File: config.mk
export PLATFORM = sky130hd
export DESIGN_NAME = load_store_unit
export DESIGN_NICKNAME = d
export VERILOG_FILES = /design/src/rtl/lsu_pkg.sv /design/src/rtl/load_store_unit_lane_merge.sv /design/src/rtl/load_store_unit.sv
export SDC_FILE = /design/constraint.sdc
export NUM_CORES = 1
export LEC_CHECK = 0
export CAP_MARGIN = 15
export CORE_UTILIZATION = 40
export DETAILED_ROUTE_END_ITERATION = 8
export PLACE_DENSITY_LB_ADDON = 0.25
export SYNTH_ARGS = -nofsm -noshare
export SYNTH_HDL_FRONTEND = slang
export SYNTH_SLANG_ARGS = --single-unit
export TNS_END_PERCENT = 20
File: constraint.sdc
create_clock -name clk -period 3.8 [get_ports clk]
set_input_delay 0.38 -clock clk [delete_from_list [all_inputs] [get_ports clk]]
set_output_delay 0.38 -clock clk [all_outputs]
set_load 0.05 [all_outputs]
File: src/rtl/lsu_pkg.sv
// Shared types and helpers for the load/store unit.
// Size encodings, the FSM state type and the byte-address to word-index mapping.
package lsu_pkg;

  typedef enum logic [1:0] {
    SZ_B   = 2'b00,
    SZ_H   = 2'b01,
    SZ_W   = 2'b10,
    SZ_RSV = 2'b11
  } size_e;

  typedef enum logic [2:0] {
    IDLE,
    RD,
    MRG,
    WR,
    DONE
  } state_e;

  // Word index of a byte address, keeping only the bits that address the memory.
  // Requests beyond the memory are rejected before this is used when the
  // alignment check is built in, so the mask never hides a real address there.
  function automatic logic [31:0] wordIndex(input logic [31:0] byteAddr,
                                            input logic [31:0] depthWords);
    return {2'b00, byteAddr[31:2]} & (depthWords - 32'd1);
  endfunction

endpackage

File: src/rtl/load_store_unit_lane_merge.sv
// Lane handling for the load/store unit (purely combinational).
// Builds the read-modify-write word for byte/half stores and extracts and
// extends the addressed lane for loads. Lanes are little-endian; halves use
// only byteOff_i[1], so an odd half address is aligned down.
module lsu_lane_merge
  import lsu_pkg::*;
(
  input  logic [31:0] oldWord_i,
  input  logic [31:0] storeData_i,
  input  logic [1:0]  size_i,
  input  logic [1:0]  byteOff_i,
  input  logic        isUnsigned_i,
  output logic [31:0] mergedWord_o,
  output logic [31:0] loadValue_o
);

  logic [7:0]  laneByte;
  logic [15:0] laneHalf;

  // Replace or extract the addressed lane; word (and reserved) sizes pass through whole
  always_comb begin
    mergedWord_o = storeData_i;
    loadValue_o  = oldWord_i;
    laneByte     = oldWord_i[{byteOff_i, 3'b000} +: 8];
    laneHalf     = oldWord_i[{byteOff_i[1], 4'b0000} +: 16];
    case (size_i)
      SZ_B: begin
        mergedWord_o = oldWord_i;
        mergedWord_o[{byteOff_i, 3'b000} +: 8] = storeData_i[7:0];
        loadValue_o = isUnsigned_i ? {24'h000000, laneByte}
                                   : {{24{laneByte[7]}}, laneByte};
      end
      SZ_H: begin
        mergedWord_o = oldWord_i;
        mergedWord_o[{byteOff_i[1], 4'b0000} +: 16] = storeData_i[15:0];
        loadValue_o = isUnsigned_i ? {16'h0000, laneHalf}
                                   : {{16{laneHalf[15]}}, laneHalf};
      end
      default: ;
    endcase
  end

endmodule

File: src/rtl/load_store_unit.sv
// Byte-addressed load/store front end for the word-wide data memory.
// One request at a time: loads go RD->MRG->DONE, word stores WR->DONE,
// byte/half stores RD->MRG->WR->DONE (read-modify-write).
// Optional build macro LSU_ALIGN_CHECK_EN: reject misaligned, reserved-size and
// out-of-range requests with resp_err instead of aligning/masking them.
module load_store_unit
  import lsu_pkg::*;
#(
  parameter int unsigned DEPTH_WORDS = 128
) (
  input  logic        clk,
  input  logic        rst,
  input  logic        req_valid,
  output logic        req_ready,
  input  logic        req_we,
  input  logic [1:0]  req_size,
  input  logic        req_unsigned,
  input  logic [31:0] req_addr,
  input  logic [31:0] req_wdata,
  output logic        resp_valid,
  output logic [31:0] resp_rdata,
  output logic        resp_err,
  output logic        mem_write,
  output logic [31:0] m_addr,
  output logic [31:0] m_w_data,
  input  logic [31:0] m_r_data
);

  state_e      state_q, state_d;
  logic        reqWe_q, reqUnsigned_q;
  logic [1:0]  reqSize_q, byteOff_q;
  logic [31:0] reqWdata_q, mAddr_q, mWData_q, respRdata_q;
  logic        accept, reqErr, isWordStore;
  logic [31:0] mergedWord, loadValue;

  assign req_ready   = (state_q == IDLE) && rst;
  assign accept      = req_valid && req_ready;
  assign isWordStore = req_we && ((req_size == SZ_W) || (req_size == SZ_RSV));
  assign resp_valid  = (state_q == DONE) && rst;
  assign mem_write   = (state_q == WR) && rst;
  assign m_addr      = mAddr_q;
  assign m_w_data    = mWData_q;
  assign resp_rdata  = respRdata_q;

`ifdef LSU_ALIGN_CHECK_EN
  logic errQ;

  // Classify the incoming request as misaligned, reserved-size or out of range
  always_comb begin
    reqErr = 1'b0;
    case (req_size)
      SZ_B:    reqErr = 1'b0;
      SZ_H:    reqErr = req_addr[0];
      SZ_W:    reqErr = (req_addr[1:0] != 2'b00);
      default: reqErr = 1'b1;
    endcase
    if ({2'b00, req_addr[31:2]} >= DEPTH_WORDS) reqErr = 1'b1;
  end

  // Remember whether the accepted request was rejected, for the DONE pulse
  always_ff @(posedge clk) begin
    if (!rst) errQ <= 1'b0;
    else if (accept) errQ <= reqErr;
  end

  assign resp_err = resp_valid && errQ;
`else
  assign reqErr   = 1'b0;
  assign resp_err = 1'b0;
`endif

  lsu_lane_merge u_lane_merge (
    .oldWord_i    (m_r_data),
    .storeData_i  (reqWdata_q),
    .size_i       (reqSize_q),
    .byteOff_i    (byteOff_q),
    .isUnsigned_i (reqUnsigned_q),
    .mergedWord_o (mergedWord),
    .loadValue_o  (loadValue)
  );

  // State register; a low rst drops any request in flight
  always_ff @(posedge clk) begin
    if (!rst) state_q <= IDLE;
    else      state_q <= state_d;
  end

  // Next-state selection for the load, word-store and read-modify-write paths
  always_comb begin
    state_d = state_q;
    case (state_q)
      IDLE: begin
        if (accept) begin
          if (reqErr)           state_d = DONE;
          else if (isWordStore) state_d = WR;
          else                  state_d = RD;
        end
      end
      RD:      state_d = MRG;
      MRG:     state_d = reqWe_q ? WR : DONE;
      WR:      state_d = DONE;
      DONE:    state_d = IDLE;
      default: state_d = IDLE;
    endcase
  end

  // Latch the request at accept and capture merged/load data at the end of MRG
  always_ff @(posedge clk) begin
    if (!rst) begin
      reqWe_q       <= 1'b0;
      reqUnsigned_q <= 1'b0;
      reqSize_q     <= 2'b00;
      byteOff_q     <= 2'b00;
      reqWdata_q    <= 32'h0;
      mAddr_q       <= 32'h0;
      mWData_q      <= 32'h0;
      respRdata_q   <= 32'h0;
    end else begin
      if (accept) begin
        reqWe_q       <= req_we;
        reqUnsigned_q <= req_unsigned;
        reqSize_q     <= req_size;
        byteOff_q     <= req_addr[1:0];
        reqWdata_q    <= req_wdata;
        if (!reqErr) begin
          mAddr_q <= wordIndex(req_addr, DEPTH_WORDS);
          if (isWordStore) mWData_q <= req_wdata;
        end
      end
      if (state_q == MRG) begin
        if (reqWe_q) mWData_q    <= mergedWord;
        else         respRdata_q <= loadValue;
      end
    end
  end

endmodule

# After elaboration in Yosys (flattened, before gate mapping)
# Cells that the tools add are included.
# W data, S select, Z words.
dict set report word_totals {
  register_bits 112
  latchBits 0
  output_inout_bits 100
  wordCells 49
  input_bits 103
  ramBits 0
  mem_count 0
  rom_bits 0
}
dict set report op_classes {
  n_lt_le_gt_ge 0
  div 0
  bitwise 1
  n_reduce_logical 9
  n_eq_ne 8
  n_mul 0
  add_sub_neg 2
  mux 14
  n_shift 6
}
# operator n
set ops {}
lappend ops {{$mux W32} 6}
lappend ops {{$pmux W32 S2} 2}
lappend ops {{$bwmux W32} 2}
lappend ops {{$shift A16 B7 Y32 const A} 1}
lappend ops {{$shift A8 B7 Y32 const A} 1}
lappend ops {{$shiftx A16 B7 Y32} 1}
lappend ops {{$shiftx A32 B6 Y16} 1}
lappend ops {{$shiftx A32 B6 Y8} 1}
lappend ops {{$shiftx A8 B7 Y32} 1}
lappend ops {{$neg A5 Y7} 2}
lappend ops {{$pmux W3 S4} 1}
lappend ops {{$eq A3 B2 Y1 const B} 2}
lappend ops {{$mux W3} 2}
lappend ops {{$logic_and A1 B1 Y1} 5}
lappend ops {{$eq A2 B2 Y1 const B} 2}
lappend ops {{$eq A3 B1 Y1 const B} 1}
lappend ops {{$eq A3 B3 Y1 const B} 1}
lappend ops {{$logic_not A3 Y1} 1}
lappend ops {{$eq A2 B1 Y1 const B} 1}
lappend ops {{$logic_not A2 Y1} 1}
lappend ops {{$mux W2} 1}
lappend ops {{$ne A2 B2 Y1 const B} 1}
lappend ops {{$reduce_and A2 Y1} 1}
lappend ops {{$logic_or A1 B1 Y1} 1}
lappend ops {{$not A1 Y1} 1}

# Depth between registers and ports, before layout
# Gate-level depths: netlist (run 1).
dict set report depth {
  ltp_word 7
  depth_mapped 9
  ltp_nobuf 6
}

# By module
# Synthesis (run 1) repeated with hierarchy kept, for this count alone.
dict set report hier_totals {
  hier_cells 808
  hier_area_um2 6396.1
}
# mod cells_per_inst n_inst area_each_um2
set modules_own_cells {}
lappend modules_own_cells {load_store_unit 583 1 4750.8}
lappend modules_own_cells {lsu_lane_merge 225 1 1645.3}

# Worst setup path before layout (run 1)
# Ideal clock, no wire load.
dict set report synth_timing {
  kind {reg2reg}
  from {register byteOff_q[1]}
  to {register mWData_q[26], in the netlist m_w_data[26]}
  setup_time_ps 91
  path_buffers 2
  t_arrival_ps 2314
  stages_incl_launch_ff 9
  setup_slack_ps 1395
  required_time_ps 3709
  cell_sequence {dfxtp_1 -> buf_2 -> buf_1 -> inv_1 -> ha_1 -> nor4b_1 -> nand3_1 -> o211a_1 -> a311oi_1}
}
dict set report synth_between {
  elab_chain_cells 6
  word_cells_on_any_way 11
}
# item line
set synth_rtl {}
lappend synth_rtl {{start: declaration} load_store_unit.sv:31} ;# logic [1:0] reqSize_q, byteOff_q;
lappend synth_rtl {{start signal: assignment} load_store_unit.sv:123} ;# byteOff_q <= req_addr[1:0];
lappend synth_rtl {{$neg A5 Y7 (on tied branches)} {load_store_unit_lane_merge.sv:35, load_store_unit_lane_merge.sv:29}}
lappend synth_rtl {{$shiftx A16 B7 Y32, or another cell as far along} load_store_unit_lane_merge.sv:35} ;# mergedWord_o[{byteOff_i[1], 4'b0000} +: 16] = storeData_i[15:0];
lappend synth_rtl {{$bwmux W32 (on tied branches)} {load_store_unit_lane_merge.sv:35, load_store_unit_lane_merge.sv:29}}
lappend synth_rtl {{$pmux W32 S2 *} load_store_unit_lane_merge.sv:26} ;# case (size_i)
lappend synth_rtl {{$mux W32 *} load_store_unit.sv:131} ;# if (reqWe_q) mWData_q <= mergedWord;
lappend synth_rtl {{$mux W32 *} load_store_unit.sv:130} ;# if (state_q == MRG) begin
lappend synth_rtl {{end signal: assignment} load_store_unit.sv:127} ;# if (isWordStore) mWData_q <= req_wdata;
lappend synth_rtl {{end signal: assignment} load_store_unit.sv:131}
lappend synth_rtl {{end: declaration} load_store_unit.sv:32} ;# logic [31:0] reqWdata_q, mAddr_q, mWData_q, respRdata_q;
# Every way passes the cells marked *; elsewhere a longest branch is shown, timed or not.
# A chain may end at the register's enable or synchronous reset.

# Final worst setup path (run 1)
dict set report layout_timing {
  from {register byteOff_q[0]}
  to {register mWData_q[14], in the netlist m_w_data[14]}
}
dict set report layout_between {
  elab_chain_cells 6
  word_cells_on_any_way 7
}
# item line
set layout_rtl {}
lappend layout_rtl {{$neg A5 Y7 *} load_store_unit_lane_merge.sv:29} ;# mergedWord_o[{byteOff_i, 3'b000} +: 8] = storeData_i[7:0];
lappend layout_rtl {{$shiftx A8 B7 Y32 or $shift A8 B7 Y32 (tied branches)} load_store_unit_lane_merge.sv:29}
lappend layout_rtl {{$bwmux W32 *} load_store_unit_lane_merge.sv:29}
lappend layout_rtl {{$pmux W32 S2 *} load_store_unit_lane_merge.sv:26}
lappend layout_rtl {{$mux W32 *} load_store_unit.sv:131}
lappend layout_rtl {{$mux W32 *} load_store_unit.sv:130}
# Marks and branches as above.

==> impl_metrics.csv, run 1 <==
group,metric,value,unit
cts,cts.repair.resized,0,
worst_hold_path,hp-class,"flop to flop",
sta,relSlewSlack,0.333,
drt,via_count,6092,
placed_design,numPortBuffers,153,
synthesis,yosys_warnings,0,
floorplan,die_w,125,um
sta,fmax,405,MHz
critical_path,crit_path_start_kind,"flop",
cts,root_buffer,"clkbuf_16",
critical_path,cp-endpoint,"m_w_data[14]",
critical_path,cp_max_fo,16,
sta,finalCritPeriodShare,0.650,
synthesis,synth_top_cell_area_share,0.373,
cts,cts.sinks,112,
critical_path,crit_type,"flop to flop",
floorplan,die_h,125,um
global_route,grt_pass1_wl,30100,um
critical_path,required,4070,ps
synthesis,yosysMostFrequentCell,"nand2_1",
global_route,grt_max_degree,56,
drt,ant_nets,0,
synthesis,syn-instance-count,769,
floorplan,ios,203,
critical_path,cp.arrival,2740,ps
critical_path,timing.rr.end,"m_w_data[14]",
critical_path,crit_family,"simple AND/OR/NAND/NOR gates",
critical_path,reg2regPathDepth,4,
sta,rsz0062_at_grt,"no",
floorplan,num_rows,44,
drt,wirelength,19800,um
critical_path,crit_path_end_kind,"flop",
cts,postCtsHoldBufs,0,
drt,first_iter_violations,666,
status,outcome,"finished, final reports clean",
sta,skew,9.67,ps
pwr,p_per_area,379,nW/um2
cts,post_cts_buffers,0,
critical_path,r2r-start,"byteOff_q[0]",
floorplan,core_area,14600,um2
global_route,track_usage,0.247,
global_route,gr-total-overflow,0,
pwr,p_total,0.00294,W
synthesis,async_flop_share,0,
synthesis,synth_common_cells,"nand2_1 (193), dfxtp_1 (112), a21oi_1 (87)",
synthesis,synth_area,6010,um2
sta,drv_slew,0,
drt,vias_per_cell,5.70,
placed_design,dp_hpwl,14000,um
floorplan,die-area,15500,um2
cells_and_area,drive_gt1_frac,0.0734,
placed_design,dp_cells,1054,
cells_and_area,diodes,0,
critical_path,rrSetupSlack,1330,ps
global_route,first_global_vias,5382,
drt,wl_per_cell,18.6,um
cts,cts_buffer_depth,2,
pwr,leakage,2.71,nW
critical_path,crit_buf_inv,0,
drt,drcViolationCount,0,
critical_path,cp_slowest_stage_delay,880,ps
synthesis,yosysTopAreaCell,"dfxtp_1",
sta,worst_slew_pin_slew,995,ps
pwr,peakVddDrop,0.210,mV
cells_and_area,final_nets,989,
run,cap_violations,0,
cts,ctsHtreeMaxLevel,3,
synthesis,synth_area_leaders,"dfxtp_1 (37%), nand2_1 (12%), a21oi_1 (7.3%)",
synthesis,synth_cell_types,57,
placed_design,place_congestion,0.869,
cts,cts_buffers,9,
critical_path,crit_chain,"nor3b_2 -> and3_1 -> a22oi_1 -> a32oi_1",
synthesis,ys_seq_elements,112,
synthesis,yosysSeqAreaShare,0.373,
global_route,antenna_found_initial,0,
sta,period_minus_slack,2470,ps
synthesis,synth-main-ff-cell,"dfxtp_1",
floorplan,initial_core_util,0.412,
cts,cts_tree,"yes",
sta,fin_tns_setup,0,ps
critical_path,cp-startpoint,"byteOff_q[0]",
cells_and_area,fillCellCount,1402,
drt,first_pass_iters,7,
sta,final-setup-viol-count,0,
cts,clk_latency,360,ps
synthesis,synth-edff-count,0,
sta,hold_violations,0,
cells_and_area,final_cells,1069,
synthesis,synth_area_per_cell,7.81,um2
cts,cts.clk_slew.worst_paths,70,ps
cells_and_area,syn_to_final_growth,29.4,%
critical_path,cp.depth,4,
critical_path,slowest_stage,"nor3b_2",
-- power breakdown --
part           switching [W]  leakage, nW  total, W  internal (W)
clock               0.000434        0.126  0.000911      0.000477
combinational       0.000469         1.68  0.000732      0.000263
sequential         0.0000595        0.912   0.00130       0.00124
-- sequential cells by signal, indices dropped and copies added, names as in the netlist --
| signal | cells |
|---|---|
| reqWdata_q | 32 |
| byteOff_q | 2 |
| m_w_data | 32 |
| reqSize_q | 2 |
| state_q | 3 |
| resp_rdata | 32 |
| m_addr | 7 |
| reqWe_q | 1 |
| reqUnsigned_q | 1 |
-- per-stage QoR --
stage	cell area, um2	setup WS [ps]	util	hold WS [ps]
floorplan	6100	1390	-	432
global placement	7490	1190	0.513	441
detailed placement	7490	1180	0.513	445
CTS	7770	1380	0.533	454
global route	7770	1110	0.533	470
finish	7770	1330	0.533	453
-- cell usage in the layout, fill, tap and decap left out, types with 3 or more instances in the layout --
master	n
o31ai_1	15
ha_1	5
and2_1	7
nand2b_1	3
nor2_1	5
a221o_1	7
clkinvlp_4	4
clkdlybuf4s50_1	152
o21a_1	7
a31o_2	8
o22ai_1	7
nor3_1	3
clkbuf_16	9
o21bai_1	7
a211oi_1	7
a31oi_1	7
nand3_1	3
nand2_1	193
a32oi_1	16
inv_1	18
mux2_2	3
dfxtp_1	110
and3_1	10
nor2b_1	4
buf_4	14
a22oi_1	8
conb_1	26
o41ai_1	8
o21ai_0	64
a21oi_1	87
a211oi_2	8
mux2i_1	17
a222oi_1	7
-- how the worst min path moves through the flow --
stage | startpoint | to | slack [ps] | cells after the start
6_report | resp_rdata[11] | resp_rdata[11] | 450 | 2
5_1_grt | reqWdata_q[27] | reqWdata_q[27] | 470 | 2
3_3_place_gp | reqWdata_q[30] | reqWdata_q[30] | 440 | 2
3_5_place_dp | reqWdata_q[31] | reqWdata_q[31] | 440 | 2
2_1_floorplan | reqWdata_q[24] | reqWdata_q[24] | 430 | 2
4_1_cts | reqWdata_q[25] | reqWdata_q[25] | 450 | 2
-- layout make-up --
class	count	area, um2	share of cell area
clock buffers	11	253	0.0325
clock inverters	4	30.0	0.00386
inverters	21	78.8	0.0101
multi-input cells	569	3270	0.420
flip-flops and latches	112	2240	0.289
well taps	184	230	0.0296
repair buffers	168	1670	0.214
-- kinds of logic (layout without fill, tap and decap cells) --
family                     after synthesis  count (layout)  synth area share
AOI/OAI and AO/OA                      272             272             0.294
adders and majority gates                5               5            0.0104
buffers and inverters                  113             204             0.100
DFF                                    112             112             0.373
muxes                                   21              21            0.0377
other                                    1              26          0.000624
and+or+nand+nor                        245             245             0.183
-- tightest hold or removal path: stages (launching register included) --
cell     delay (ps)
dfxtp_1         310
nand2_1          50
a21oi_1          50
-- layer usage --
| layer | GRT usage | share of wire | up-vias |
|---|---|---|---|
| met5 | 0 | 0 | - |
| met4 | 0.106 | 0.033 | 0 |
| met3 | 0.0563 | 0.079 | 36 |
| met2 | 0.380 | 0.45 | 300 |
| met1 | 0.330 | 0.44 | 2849 |
| li1 | - | - | 2907 |
Note: power is estimated with default switching activity, not from simulation.
==> inputs of run 2 (changes only) <==
Clock period 3.8 ns to 2.2 ns, I/O delays scaled along.
==> run 2 against run 1 <==
Against the previous run:
- routed wire length grew 2.0%
- register-to-register slack got worse by 1100 ps
- critical path depth unchanged
- sequential cell count unchanged
- sequential power is 72% higher
- critical path type is now flop to primary output
- largest cell class unchanged
==> impl_metrics.csv, run 2 (same netlist as run 1, synthesis figures left out) <==
group,metric,value,unit
sta,fmax,497,MHz
critical_path,crit_type,"flop to primary output",
sta,worst_slew_pin_slew,609,ps
sta,drv_slew,0,
status,outcome,"finished, final reports clean",
sta,fin_hold_ws,396,ps
sta,relSlewSlack,0.593,
drt,first_pass_iters,6,
floorplan,core_area,14600,um2
worst_hold_path,worstHoldPathCells,3,
placed_design,dp_hpwl,14700,um
global_route,grt_pass1_wl,32200,um
placed_design,place_congestion,0.900,
sta,hold_violations,0,
cells_and_area,fillCellCount,1394,
drt,wl_per_cell,18.4,um
critical_path,crit_buf_inv,3,
drt,vias_per_cell,5.64,
cts,root_buffer,"clkbuf_16",
critical_path,crit_family,"simple AND/OR/NAND/NOR gates",
drt,drcViolationCount,0,
cts,cts_tree,"yes",
global_route,grt_max_degree,46,
global_route,antenna_found_initial,0,
sta,skew,9.35,ps
critical_path,crit_path_start_kind,"flop",
pwr,peakVddDrop,0.416,mV
sta,fin_tns_setup,0,ps
drt,via_count,6201,
placed_design,numPortBuffers,153,
sta,rsz0062_at_grt,"no",
cells_and_area,layout_commonest_cell,"nand2_1",
worst_hold_path,holdCritStartpoint,"req_addr[7]",
floorplan,die_h,125,um
global_route,track_usage,0.263,
pwr,p_total,0.00536,W
critical_path,cp.arrival,1790,ps
cells_and_area,seqCellArea,2240,um2
cells_and_area,multi_input_area,3280,um2
cts,cts_buffers,9,
global_route,first_global_vias,5778,
floorplan,num_rows,44,
cells_and_area,syn_to_final_growth,35.2,%
floorplan,die-area,15500,um2
critical_path,r2r-start,"byteOff_q[0]",
cts,cts_buffer_depth,2,
sta,finalCritPeriodShare,0.915,
critical_path,cp_slowest_stage_delay,610,ps
cts,ctsHtreeMaxLevel,3,
sta,period_minus_slack,2010,ps
drt,first_iter_violations,626,
drt,wirelength,20200,um
cts,clk_latency,360,ps
cts,cts.sinks,112,
cts,cts.clk_slew.worst_paths,70,ps
pwr,p_per_area,661,nW/um2
critical_path,crit_path_end_kind,"primary output",
cells_and_area,final_nets,1018,
floorplan,initial_core_util,0.412,
critical_path,cp_max_fo,9,
critical_path,slowest_stage,"or4b_4",
cells_and_area,drive_gt1_frac,0.106,
drt,ant_nets,0,
floorplan,ios,203,
run,cap_violations,0,
cells_and_area,utilization,0.557,
global_route,gr-total-overflow,0,
floorplan,die_w,125,um
cells_and_area,final_cell_mix,"nand2_1 (193), clkdlybuf4s50_1 (150), dfxtp_1 (110)",
critical_path,timing.rr.end,"m_w_data[9]",
critical_path,rrSetupSlack,200,ps
critical_path,reg2regPathDepth,7,
worst_hold_path,hold_path_end,"m_addr[5]",
critical_path,crit_chain,"or4b_4 -> inv_2 -> buf_4 -> buf_12",
cells_and_area,diodes,0,
pwr,leakage,2.94,nW
critical_path,required,1980,ps
sta,final-setup-viol-count,0,
worst_hold_path,hp-class,"input pin to flop",
==> run 2: cell count changes in the layout (fill, tap and decap cells not counted), moves of 2 or more <==
cell             change
buf_4               +25
clkinvlp_4           -4
clkbuf_8             +2
buf_12               +6
clkinv_4             +2
clkdlybuf4s50_1      -2
==> run 2: repair_timing <==
| item | CTS | global route |
|---|---|---|
| setup buffers | 0 | 0 |
| resized for setup | 0 | 2 |
| hold buffers | 0 | 0 |
| setup endpoints to repair | 0 | 8 |
==> run 2: how the worst max path moves through the flow <==
stage,from,to,cells after the start,slack (ps)
after detailed placement,rst,reqWdata_q[22],7,50
after global placement,rst,reqWdata_q[23],7,60
after global routing,byteOff_q[0],m_w_data[11],7,20
after CTS,byteOff_q[0],m_w_data[5],6,90
after floorplan,byteOff_q[1],m_w_data[10],9,120
final,state_q[2],req_ready,4,190
==> run 2: final cells by class <==
class / instances / area share
clock buffers: 13 / 0.0345
flip-flops and latches: 112 / 0.276
inverters: 21 / 0.00971
clock inverters: 3 / 0.00586
repair buffers: 197 / 0.241
multi-input cells: 569 / 0.404
well taps: 184 / 0.0284
==> run 2: metal layers <==
metal	share of wire	global-route usage	vias up	routed length, um
met5	0	0	-	0
met4	0.026	0.105	0	533
li1	-	-	2964	-
met1	0.44	0.368	2895	8860
met3	0.081	0.0430	37	1650
met2	0.45	0.399	305	9200
==> run 2: per-stage QoR <==
step           worst slack [ps]  instances  area, um2
3_3_place_gp               62.8       1083       7780
2_1_floorplan               122        794       6110
4_1_cts                    92.8       1099       8110
6_report                    187       1099       8120
5_1_grt                    16.3       1099       8120
3_5_place_dp               53.1       1083       7780
==> run 2: where the power goes <==
| part | internal, W | switching [W] | leakage, nW |
|---|---|---|---|
| logic | 0.000498 | 0.000839 | 1.87 |
| clock network | 0.00101 | 0.000787 | 0.162 |
| registers | 0.00214 | 0.0000900 | 0.912 |
==> run 2: tightest hold or removal path, stage by stage <==
cell	delay (ps)
clkdlybuf4s50_1	390
nand2_1	50
a21oi_1	50
==> inputs of run 3 (changes only) <==
Settings changed: CTS_CLUSTER_DIAMETER set to 120.
==> results of run 3 <==
The final DEF is identical to that of run 2; final timing and power are the same.
